## config.mk

```make
export PLATFORM = sky130hd
export DESIGN_NAME = dual_grant_rr_arbiter
export DESIGN_NICKNAME = d
export VERILOG_FILES = /design/src/rtl/dual_grant_arb_pkg.sv /design/src/rtl/lsb_second_bit_set_finder.sv /design/src/rtl/dual_grant_rr_arbiter.sv
export SDC_FILE = /design/constraint.sdc
export NUM_CORES = 1
export LEC_CHECK = 0
export CAP_MARGIN = 20
export CORE_ASPECT_RATIO = 0.75
export CORE_MARGIN = 10
export CORE_UTILIZATION = 61
export CTS_CLUSTER_DIAMETER = 80
export DETAILED_ROUTE_END_ITERATION = 8
export GPL_TIMING_DRIVEN = 0
export PLACE_DENSITY = 0.82
export SETUP_SLACK_MARGIN = 0.05
export SLEW_MARGIN = 20
export SYNTH_ARGS = -nofsm -noshare
export SYNTH_HDL_FRONTEND = slang
export SYNTH_SLANG_ARGS = --single-unit
```

## constraint.sdc

```tcl
create_clock -name clk -period 14.8 [get_ports clk]
set_input_delay 2.96 -clock clk [delete_from_list [all_inputs] [get_ports clk]]
set_output_delay 2.96 -clock clk [all_outputs]
set_load 0.01 [all_outputs]
```

## src/rtl/dual_grant_arb_pkg.sv

```systemverilog
// Shared types and helpers for the dual-grant round-robin arbiter.
// Vectors are handled at the maximum supported width; callers pass the live width.
package dual_grant_arb_pkg;

  localparam int unsigned NumReqDefault = 12;
  localparam int unsigned MaxReq        = 32;

  typedef logic [$clog2(MaxReq)-1:0] ptr_t;
  typedef logic [MaxReq-1:0]         req_vec_t;

  // Circular right rotate of the low 'width' bits of v by sh (sh < width).
  function automatic req_vec_t rotr(input req_vec_t v, input ptr_t sh, input int unsigned width);
    req_vec_t    r;
    int unsigned src;
    r = '0;
    for (int unsigned i = 0; i < MaxReq; i++) begin
      if (i < width) begin
        src = i + 32'(sh);
        if (src >= width) src = src - width;
        r[5'(i)] = v[src[4:0]];
      end
    end
    return r;
  endfunction

  // Circular left rotate of the low 'width' bits of v by sh (sh < width).
  function automatic req_vec_t rotl(input req_vec_t v, input ptr_t sh, input int unsigned width);
    req_vec_t    r;
    int unsigned src;
    r = '0;
    for (int unsigned i = 0; i < MaxReq; i++) begin
      if (i < width) begin
        src = (i >= 32'(sh)) ? (i - 32'(sh)) : (i + width - 32'(sh));
        r[5'(i)] = v[src[4:0]];
      end
    end
    return r;
  endfunction

  // Index of the set bit of a one-hot vector; zero for an all-zero vector.
  function automatic ptr_t onehot_to_idx(input req_vec_t v);
    ptr_t idx;
    idx = '0;
    for (int unsigned i = 0; i < MaxReq; i++) begin
      if (v[5'(i)]) idx = idx | ptr_t'(i);
    end
    return idx;
  endfunction

endpackage

```

## src/rtl/lsb_second_bit_set_finder.sv

```systemverilog
// Finds the second-lowest set bit of a vector and returns it one-hot (zero if fewer than two).
module lsb_second_bit_set_finder #(
  parameter int unsigned WIDTH = 12
) (
  input  logic [WIDTH-1:0] in_i,
  output logic [WIDTH-1:0] out_o
);

  logic [WIDTH-1:0] rest;

  // Clear the lowest set bit, then isolate the lowest remaining one.
  always_comb begin
    rest  = in_i & (in_i - WIDTH'(1));
    out_o = rest & (~rest + WIDTH'(1));
  end

endmodule

```

## src/rtl/dual_grant_rr_arbiter.sv

```systemverilog
// Round-robin arbiter issuing up to two registered one-hot grants per cycle.
// The priority pointer moves past the last requester granted.
module dual_grant_rr_arbiter
  import dual_grant_arb_pkg::*;
#(
  parameter int unsigned NUM_REQ = NumReqDefault,
  localparam int unsigned PTR_W  = $clog2(NUM_REQ)
) (
  input  logic               clk,
  input  logic               reset_n,
  input  logic [NUM_REQ-1:0] req_i,
  input  logic               hold_i,
  output logic [NUM_REQ-1:0] gnt0_o,
  output logic [NUM_REQ-1:0] gnt1_o,
  output logic [1:0]         gnt_cnt_o,
  output logic [PTR_W-1:0]   ptr_o
);

  logic [NUM_REQ-1:0] gnt0_q, gnt0_d, gnt1_q, gnt1_d;
  logic [1:0]         gnt_cnt_q, gnt_cnt_d;
  logic [PTR_W-1:0]   ptr_q, ptr_d;

  req_vec_t           rot_ext, nxt0_ext, nxt1_ext, sel_ext;
  logic [NUM_REQ-1:0] rot, first, second, nxt0, nxt1;
  ptr_t               last_idx;
  logic               unused_ext;

  lsb_second_bit_set_finder #(
    .WIDTH (NUM_REQ)
  ) u_second (
    .in_i  (rot),
    .out_o (second)
  );

  // Rotate requests so the pointer sits at bit 0, pick the lowest one inline, rotate back.
  always_comb begin
    rot_ext  = rotr(req_vec_t'(req_i), ptr_t'(ptr_q), NUM_REQ);
    rot      = rot_ext[NUM_REQ-1:0];
    first    = rot & (~rot + NUM_REQ'(1));
    nxt0_ext = rotl(req_vec_t'(first), ptr_t'(ptr_q), NUM_REQ);
    nxt1_ext = rotl(req_vec_t'(second), ptr_t'(ptr_q), NUM_REQ);
    nxt0     = nxt0_ext[NUM_REQ-1:0];
    nxt1     = nxt1_ext[NUM_REQ-1:0];
  end

  // Upper bits of the full-width helpers are always zero.
  assign unused_ext = ^{rot_ext, nxt0_ext, nxt1_ext};

  // Next grants and pointer; hold suppresses grants and freezes the pointer.
  always_comb begin
    gnt0_d    = '0;
    gnt1_d    = '0;
    gnt_cnt_d = '0;
    ptr_d     = ptr_q;
    sel_ext   = (|nxt1) ? nxt1_ext : nxt0_ext;
    last_idx  = onehot_to_idx(sel_ext);
    if (!hold_i) begin
      gnt0_d    = nxt0;
      gnt1_d    = nxt1;
      // Grants are disjoint one-hots, so popcount is the sum of their non-zero flags.
      gnt_cnt_d = {1'b0, |nxt0} + {1'b0, |nxt1};
      if (|nxt0) begin
        ptr_d = (last_idx == ptr_t'(NUM_REQ - 1)) ? '0 : PTR_W'(last_idx + ptr_t'(1));
      end
    end
  end

  // Grant and pointer registers, cleared asynchronously.
  always_ff @(posedge clk or negedge reset_n) begin
    if (!reset_n) begin
      gnt0_q    <= '0;
      gnt1_q    <= '0;
      gnt_cnt_q <= '0;
      ptr_q     <= '0;
    end else begin
      gnt0_q    <= gnt0_d;
      gnt1_q    <= gnt1_d;
      gnt_cnt_q <= gnt_cnt_d;
      ptr_q     <= ptr_d;
    end
  end

  assign gnt0_o    = gnt0_q;
  assign gnt1_o    = gnt1_q;
  assign gnt_cnt_o = gnt_cnt_q;
  assign ptr_o     = ptr_q;

endmodule
```

Word-level counts from Yosys, hierarchy flattened
Cells that the tools add are included.
- register bits after elaboration: 30
- logic and storage cells: 249
- bits of input ports: 15
- output and inout port bits: 30
- $add $sub $neg: 52
- bitwise gates (word level): 6
- eq/ne operators: 1
- magnitude comparators: 48
- reduce and logical (&&, ||, !) cells: 4
- muxes and demuxes: 134
- operators by type and width (operator ; number):
    $mux 5 ; 40
    $bmux 1 s5 ; 36
    $lt 5x6->1 const B ; 24
    $ge 5x4->1 const B ; 11
    $sub 5x4->5 const B ; 11
    $mux 4 ; 11
    $sub 4x4->5 const A ; 8
    $sub 5x4->5 const A ; 8
    $mux 1 ; 37
    $and 12x12->12 ; 3
    $mux 12 ; 3
    $add 12x1->12 const B ; 2
    $not 12->12 ; 2
    $reduce_or 12->1 ; 2
    $add 3x4->5 const A ; 4
    $add 4x4->5 const A ; 4
    $sub 3x4->5 const A ; 4
    $ge 3x4->1 const A ; 4
    $ge 4x4->1 const A ; 4
    $mux 3 ; 4
    $sub 12x1->12 const B ; 1
    $add 2x4->5 const A ; 2
    $sub 1x4->5 const A ; 2
    $sub 2x4->5 const A ; 2
    12 further kinds ; 16

Depth between registers and ports, before layout
Gate-level depths: netlist of run 1.
- depth after elaboration: 49
- mapped depth: 32

Hierarchy
From an unflattened synthesis of run 1, not the netlist that was laid out.
- cell total of the unflattened synthesis: 792
- area, all modules: 6224.7 sq um
- by module, submodules not included (module ; cells each ; area each (sq um) ; instances):
    dual_grant_rr_arbiter ; 735 ; 5819.3 ; 1
    lsb_second_bit_set_finder ; 57 ; 405.4 ; 1

Worst setup path after synthesis of run 1
No wires, ideal clock.
- path kind: input port to flip-flop
- from: in req_i[2]
- to: reg ptr_q[2] (netlist: ptr_o[2])
- library setup time: 0.073 ns
- arrival time: 7.165 ns
- slack: 7.562 ns
- cell stages on the path: 21
- buffers on the path: 1
- cells stage by stage: mux4_2 -> and3_1 -> o32ai_2 -> or4_1 -> buf_6 -> nand3_4 -> maj3_2 -> o31a_4 -> a221oi_2 -> a21oi_1 -> or4_4 -> nand3_2 -> nor3b_4 -> nand3_2 -> mux2i_1 -> or4_1 -> ha_1 -> nand3_1 -> a31o_2 -> o32a_1 -> a21oi_2
- cells in the longest elaborated chain, start to end: 46
- elaborated cells between the ends (all ways): 121
- ends and longest elaborated chain (item ; RTL line ; source):
    from (decl) ; dual_grant_rr_arbiter.sv:11 ; input logic [NUM_REQ-1:0] req_i,
    $bmux 1 s5 ; dual_grant_arb_pkg.sv:20 ; r[5'(i)] = v[src[4:0]];
    $mux 1 (implied by the code) ; dual_grant_arb_pkg.sv:20 ;
    $sub 12x1->12 ; lsb_second_bit_set_finder.sv:13 ; rest = in_i & (in_i - WIDTH'(1));
    $and 12x12->12 ; lsb_second_bit_set_finder.sv:13 ;
    $not 12->12 ; lsb_second_bit_set_finder.sv:14 ; out_o = rest & (~rest + WIDTH'(1));
    $add 12x1->12 ; lsb_second_bit_set_finder.sv:14 ;
    $and 12x12->12 ; lsb_second_bit_set_finder.sv:14 ;
    $bmux 1 s5 ; dual_grant_arb_pkg.sv:34 ; r[5'(i)] = v[src[4:0]];
    (+4 left out) ; -- ;
    $mux 2 (2 in a row) ; dual_grant_arb_pkg.sv:45 ; if (v[5'(i)]) idx = idx | ptr_t'(i);
    $mux 3 (4 in a row) ; dual_grant_arb_pkg.sv:45 ;
    $mux 4 (8 in a row) ; dual_grant_arb_pkg.sv:45 ;
    $mux 5 (16 in a row) ; dual_grant_arb_pkg.sv:45 ;
    $add 4x1->4 / $eq 5x4->1 (equally long branches) ; dual_grant_rr_arbiter.sv:63 ; ptr_d = (last_idx == ptr_t'(NUM_REQ - 1)) ? '0 : PTR_W'(last_idx + ptr_t'(1));
    $mux 4 ; dual_grant_rr_arbiter.sv:63 ;
    $mux 4 ; dual_grant_rr_arbiter.sv:62 ; if (|nxt0) begin
    $mux 4 ; dual_grant_rr_arbiter.sv:57 ; if (!hold_i) begin
    to (signal assigned) ; dual_grant_rr_arbiter.sv:79 ; ptr_q <= ptr_d;
    to (decl) ; dual_grant_rr_arbiter.sv:21 ; logic [PTR_W-1:0] ptr_q, ptr_d;
Several ways; a longest one is shown, not always the timed one. The select of a mux whose other input is x is not followed.
A chain may end at the register's enable or synchronous reset.

Final worst setup path of run 1
- from: reg ptr_q[0] (netlist: ptr_o[0])
- to: reg ptr_q[3] (netlist: ptr_o[3])
- cells in the longest elaborated chain, start to end: 49
- elaborated cells between the ends (all ways): 216
- ends and longest elaborated chain (item ; RTL line ; source):
    $add 1x4->5 (tied with other cells) ; dual_grant_arb_pkg.sv:18 ; src = i + 32'(sh);
    $sub 5x4->5 / $ge 5x4->1 (equally long branches) ; dual_grant_arb_pkg.sv:19 ; if (src >= width) src = src - width;
    $mux 5 ; dual_grant_arb_pkg.sv:19 ;
    $bmux 1 s5 ; dual_grant_arb_pkg.sv:20 ;
    $mux 1 (implied by the code) ; dual_grant_arb_pkg.sv:20 ;
    $sub 12x1->12 ; lsb_second_bit_set_finder.sv:13 ;
    $and 12x12->12 ; lsb_second_bit_set_finder.sv:13 ;
    $not 12->12 ; lsb_second_bit_set_finder.sv:14 ;
    (+7 left out) ; -- ;
    $mux 2 (2 in a row) ; dual_grant_arb_pkg.sv:45 ;
    $mux 3 (4 in a row) ; dual_grant_arb_pkg.sv:45 ;
    $mux 4 (8 in a row) ; dual_grant_arb_pkg.sv:45 ;
    $mux 5 (16 in a row) ; dual_grant_arb_pkg.sv:45 ;
    $add 4x1->4 / $eq 5x4->1 (equally long branches) ; dual_grant_rr_arbiter.sv:63 ;
    $mux 4 ; dual_grant_rr_arbiter.sv:63 ;
    $mux 4 ; dual_grant_rr_arbiter.sv:62 ;
    $mux 4 ; dual_grant_rr_arbiter.sv:57 ;
Several ways; a longest one is shown, not always the timed one. The select of a mux whose other input is x is not followed.

==> results of run 1 <==
[worst paths after layout]
| path | end | startpoint | cells past startpoint | slack [ns] |
|---|---|---|---|---|
| max in group asynchronous | gnt1_o[9]$_DFF_PN0_ | reset_n | 1 | 11.62 |
| max reg2reg | ptr_o[3]$_DFFE_PN0P_ | ptr_o[0]$_DFFE_PN0P_ | 31 | 5.81 |
| min reg2reg | gnt0_o[9]$_DFF_PN0_ | ptr_o[3]$_DFFE_PN0P_ | 5 | 1.46 |
| min in group asynchronous | gnt0_o[7]$_DFF_PN0_ | reset_n | 1 | 2.72 |
| max | ptr_o[3]$_DFFE_PN0P_ | ptr_o[0]$_DFFE_PN0P_ | 31 | 5.81 |
| min | gnt0_o[9]$_DFF_PN0_ | ptr_o[3]$_DFFE_PN0P_ | 5 | 1.46 |
[worst max-delay path, delay by kind of cell, from the launching register on]
kind	cells	cell delay, ns
xor gates and xnor gates	1	0.38
AOI/OAI and AO/OA	9	2.09
muxes	1	0.16
adders and majority gates	3	0.95
and+or+nand+nor	9	2.11
buffers and inverters	8	2.55
DFF	1	0.65
[flip-flops by register name, indices dropped and copies added (netlist names)]
| register | flops |
|---|---|
| gnt0_o | 12 |
| ptr_o | 4 |
| gnt1_o | 12 |
| gnt_cnt_o | 2 |
[metrics by stage]
step / utilization (%) / area, sq um / worst slack [ns]
6_report: 71.0 / 6970 / 5.81
5_1_grt: 71.0 / 6970 / 5.30
4_1_cts: 71.0 / 6970 / 6.18
3_5_place_dp: 69.5 / 6820 / 6.22
3_3_place_gp: 69.5 / 6820 / 6.32
2_1_floorplan: - / 6220 / 7.56
[cells by family after synthesis]
| group | share of synthesized area, % |
|---|---|
| buffers and inverters | 5.92 |
| AO/OA/AOI/OAI | 31.4 |
| XOR/XNOR | 4.05 |
| AND/OR/NAND/NOR | 30.1 |
| adder cells (fa/ha/maj) | 7.02 |
| multiplexers | 9.42 |
| flip-flops | 12.1 |
[layer usage]
metal / global-route usage, % / wire, um / up-vias
met2: 46.1 / 10000 / 668
li1: - / - / 3293
met3: 13.3 / 4210 / 131
met1: 42.6 / 9510 / 3526
met5: 0 / 0 / -
met4: 9.10 / 833 / 0
[cell type report]
class                   count  area (sq um)  share of cell area (%)
inverters                  31           116                    1.67
well taps                 132           165                    2.37
flip-flops and latches     30           751                    10.8
clock inverters             1          5.00                  0.0719
multi-input cells         720          5100                    73.2
plain buffers              53           251                    3.61
repair buffers             44           435                    6.25
clock buffers               7           143                    2.05
[synth_stat cells, drive strengths merged, types with 9 or more instances]
cell type  number
a211oi         12
a21o           11
a21oi          61
a221oi          9
a31oi          20
and2           16
and3           13
buf            19
clkbuf         34
dfrtp          30
ha             34
inv            29
mux2           12
mux2i          18
mux4           12
nand2          82
nand2b         24
nand3          30
nand4          11
nor2           76
nor2b          15
nor3           30
nor4           14
o211ai         10
o21ai          41
o22ai           9
xnor2          22
==> flow_summary_export.csv, run 1 <==
group,metric,value,unit
run_status,status,"complete, no violations",
flow_run,cap_viol_max_count,0,
sta,worstMarginPinSlew,1.07,ns
worst_setup_path,worstPathArrival,9.18,ns
die,num_io_pins,45,
worst_setup_path,critPathCaptureType,"flop",
worst_setup_path,crit_required,15.00,ns
sta,skew,0.00932,ns
clocking,cts.repair.resized,0,
global_route,grt_start_max_net_pins,31,
routing,via_per_inst,7.48,
synthesis,synthFlopType,"dfrtp_1",
routing,ant_nets,0,
synthesis,synth-seq-area-share,12.1,%
hold_path,hp-class,"reg -> reg",
worst_setup_path,slowest_delay,0.65,ns
finish,fill_cells,794,
routing,drtIter0Drc,1356,
routing,post_drt_wl_per_cell,24.1,um
placement,hpwl,19.2,mm
placement,gp_routability_congestion,1.04,
worst_setup_path,crit_top_cell,"ha_1",
synthesis,yosysTopAreaCell,"dfrtp_1",
worst_setup_path,worstSetupPathType,"reg -> reg",
synthesis,yosys.cell_types.count,104,
worst_setup_path,start_kind,"flop",
clocking,numCtsBuffers,5,
sta,hold_violations,0,
synthesis,synth_top_area_share,12.1,%
synthesis,ys_warn_count,0,
routing,dr.pass1.iters,6,
clocking,cts.sinks,30,
die,die_x,137,um
clocking,hold_buffers,0,
sta,post-route-min-period,8.99,ns
die,die_y,107,um
sta,rsz0062_at_grt,"false",
clocking,cts_tree,"done",
clocking,cts_root_buf,"clkbuf_16",
sta,fin_crit_sh,60.7,%
sta,slew_headroom,27.4,%
synthesis,async_flop_share,100,%
finish,final_cell_mix,"nand2_1 (81), nor2_1 (75), a21oi_1 (58), clkdlybuf4s50_1 (43), o21ai_0 (38)",
routing,drc_errors,0,
synthesis,yosys_register_bits,30,
clocking,htreeDepth,2,
finish,final_layout_size_suffix_gt1_share,10.4,%
die,dieArea,14700,sq um
synthesis,netlist_area,6220,sq um
synthesis,syn_nets,883,
global_route,grt_usage,32.0,%
die,coreArea,9810,sq um
die,start_util,63.4,%
sta,max_freq,111,MHz
placement,placed_cells,1010,
sta,setup-tns-final,0,ns
synthesis,synth_edf_count,0,
synthesis,syn_inst,834,
global_route,grt_overflow,0,
finish,syn_to_final_growth,12.0,%
placement,port_buffers,44,
worst_setup_path,crit_fanout,11,
synthesis,yosys-top-cells-area,"dfrtp_1 (12%), ha_1 (6.8%), nand2_1 (4.9%)",
clocking,post_cts_buffers,0,
clocking,cts_buffer_depth,2,
finish,fin_nets,934,
routing,finalWirelength,24.6,mm
global_route,grt_pass1_vias,6956,
global_route,antenna_found_initial,0,
sta,whs,1.46,ns
clocking,clock_latency,0.28,ns
worst_setup_path,crit_slowest_cell,"dfrtp_1",
finish,num_antenna_cells,0,
die,rows,31,
global_route,grt_pass1_wl,37.6,mm
routing,dr_total_vias,7618,
finish,final_common_cell,"nand2_1",
synthesis,synth.avg_cell_area,7.45,sq um
sta,slew_violations,0,
sta,setup_viol,0,
clocking,path_clk_slew,0.06,ns
finish,stdcell_count,1018,
Power of run 1 is not shown: default switching activity piles up to over one toggle a cycle in this logic, so the estimate is an artifact.
==> inputs of run 2 (changes only) <==
CORE_UTILIZATION = 56   (was 61)
PLACE_DENSITY = 0.8   (was 0.82)
clock period = 7.9 ns   (was 14.8 ns; I/O delays follow)
==> run 2 against run 1 <==
Effect of this change: sequential share of layout area fell by 0.37 points; clock-buffer cell count did not move; final cell count rose by 2.1%; flip-flop and latch count did not move; cell area rose by 3.9%; clock skew fell by 0.0034 ns; critical endpoint unchanged; highest routed layer unchanged.
==> flow_summary_export.csv, run 2 (synthesis results as in run 1) <==
group,metric,value,unit
hold_path,hp-class,"in -> async",
worst_setup_path,crit_start,"ptr_o[2]$_DFFE_PN0P_",
sta,setup-tns-final,0,ns
worst_setup_path,crit_top_cell,"ha_1",
die,die_y,111,um
sta,max_freq,132,MHz
worst_setup_path,regToRegSetupSlack,0.32,ns
routing,ant_nets,0,
placement,placed_cells,1018,
flow_run,cap_viol_max_count,0,
finish,final_layout_size_suffix_gt1_share,14.2,%
sta,hold_violations,0,
global_route,grt_pass1_wl,36.7,mm
sta,worstMarginPinSlew,0.913,ns
finish,syn_to_final_growth,16.4,%
routing,finalWirelength,23.6,mm
routing,drtIter0Drc,1124,
worst_setup_path,crit_fanout,10,
die,start_util,57.0,%
global_route,grt_start_max_net_pins,31,
clocking,cts_buffer_depth,2,
global_route,antenna_found_initial,0,
die,num_io_pins,45,
clocking,clock_latency,0.28,ns
clocking,cts.sinks,30,
run_status,status,"complete, no violations",
worst_setup_path,worstSetupPathType,"reg -> reg",
routing,dr_total_vias,7452,
sta,rsz0062_at_grt,"false",
placement,port_buffers,44,
sta,slew_headroom,39.1,%
worst_setup_path,crit_required,8.09,ns
routing,drc_errors,0,
worst_setup_path,slowest_delay,0.85,ns
worst_setup_path,ff2ff_path_depth,27,
finish,fill_cells,975,
global_route,grt_overflow,0,
finish,final_common_cell,"nand2_1",
routing,post_drt_wl_per_cell,22.7,um
finish,fin_nets,947,
worst_setup_path,start_kind,"flop",
clocking,htreeDepth,2,
finish,final_cell_mix,"nand2_1 (81), nor2_1 (75), a21oi_1 (55), clkdlybuf4s50_1 (43), o21ai_0 (38)",
sta,setup_viol,0,
worst_setup_path,critPathCaptureType,"flop",
clocking,cts_tree,"done",
worst_setup_path,reg2reg_from,"ptr_o[2]$_DFFE_PN0P_",
routing,dr.pass1.iters,6,
die,coreArea,10900,sq um
finish,num_antenna_cells,0,
routing,via_per_inst,7.17,
clocking,path_clk_slew,0.05,ns
sta,slew_violations,0,
worst_setup_path,r2r_end,"ptr_o[3]$_DFFE_PN0P_",
global_route,grt_pass1_vias,6591,
sta,post-route-min-period,7.58,ns
sta,fin_crit_sh,95.9,%
die,dieArea,15800,sq um
die,rows,33,
worst_setup_path,worstPathArrival,7.77,ns
worst_setup_path,crit_slowest_cell,"dfrtp_1",
sta,skew,0.00592,ns
worst_setup_path,crit_end,"ptr_o[3]$_DFFE_PN0P_",
placement,hpwl,18.2,mm
finish,stdcell_count,1039,
die,die_x,142,um
global_route,grt_usage,28.4,%
clocking,numCtsBuffers,5,
clocking,cts_root_buf,"clkbuf_16",
clocking,hold_buffers,0,
placement,gp_routability_congestion,1.04,
==> run 2: how the worst min path moves through the flow <==
stage	from	endpoint	cells past startpoint
floorplan	ptr_o[3]$_DFFE_PN0P_	gnt0_o[9]$_DFF_PN0_	6
global placement	ptr_o[3]$_DFFE_PN0P_	gnt1_o[1]$_DFF_PN0_	6
detailed placement	ptr_o[3]$_DFFE_PN0P_	gnt1_o[1]$_DFF_PN0_	6
CTS	reset_n	ptr_o[1]$_DFFE_PN0P_	1
global route	reset_n	gnt0_o[0]$_DFF_PN0_	1
finish	reset_n	gnt1_o[0]$_DFF_PN0_	1
==> run 2: area by class of cell <==
| class | count | area, sq um | share of cell area [%] |
|---|---|---|---|
| inverters | 31 | 120 | 1.66 |
| well taps | 140 | 175 | 2.42 |
| flip-flops and latches | 30 | 753 | 10.4 |
| clock inverters | 1 | 5.00 | 0.0692 |
| multi-input cells | 720 | 5240 | 72.4 |
| clock buffers | 7 | 143 | 1.97 |
| plain buffers | 53 | 269 | 3.72 |
| repair buffers | 57 | 533 | 7.37 |
==> run 2: layer usage <==
layer / up-vias / share of wire, % / track usage [%]
met5: - / 0 / 0
met4: 0 / 2.5 / 7.07
met1: 3530 / 41 / 40.5
met3: 59 / 17 / 12.4
li1: 3314 / - / -
met2: 549 / 39 / 37.5
==> run 2: metrics by stage <==
step	instance area [sq um]	worst slack (ns)	utilization [%]	hold slack (ns)
2_1_floorplan	6220	1.04	-	1.08
3_3_place_gp	6830	-0.968	62.7	1.39
3_5_place_dp	6830	-1.01	62.6	1.40
4_1_cts	7010	0.0559	64.3	1.35
5_1_grt	7230	0.0302	66.4	1.39
6_report	7230	0.320	66.4	1.32
==> run 2: what timing repair did <==
item | CTS | global route
endpoints found under the setup margin | 6 | 4
buffers inserted | 2 | 11
hold endpoints to repair | 0 | 0
gates cloned | 0 | 0
gates resized for setup | 8 | 30
pin swaps | 1 | 6
==> run 2: critical path: cells and delay by family (launching register included) <==
| kind | cells | cell delay, ns |
|---|---|---|
| AO/OA/AOI/OAI | 8 | 2.06 |
| AND/OR/NAND/NOR | 9 | 1.68 |
| adder cells (fa/ha/maj) | 4 | 1.28 |
| buffers and inverters | 4 | 1.27 |
| flip-flops | 1 | 0.85 |
| XOR/XNOR | 1 | 0.22 |
| multiplexers | 1 | 0.08 |
Power of run 2 is left out for the same reason.
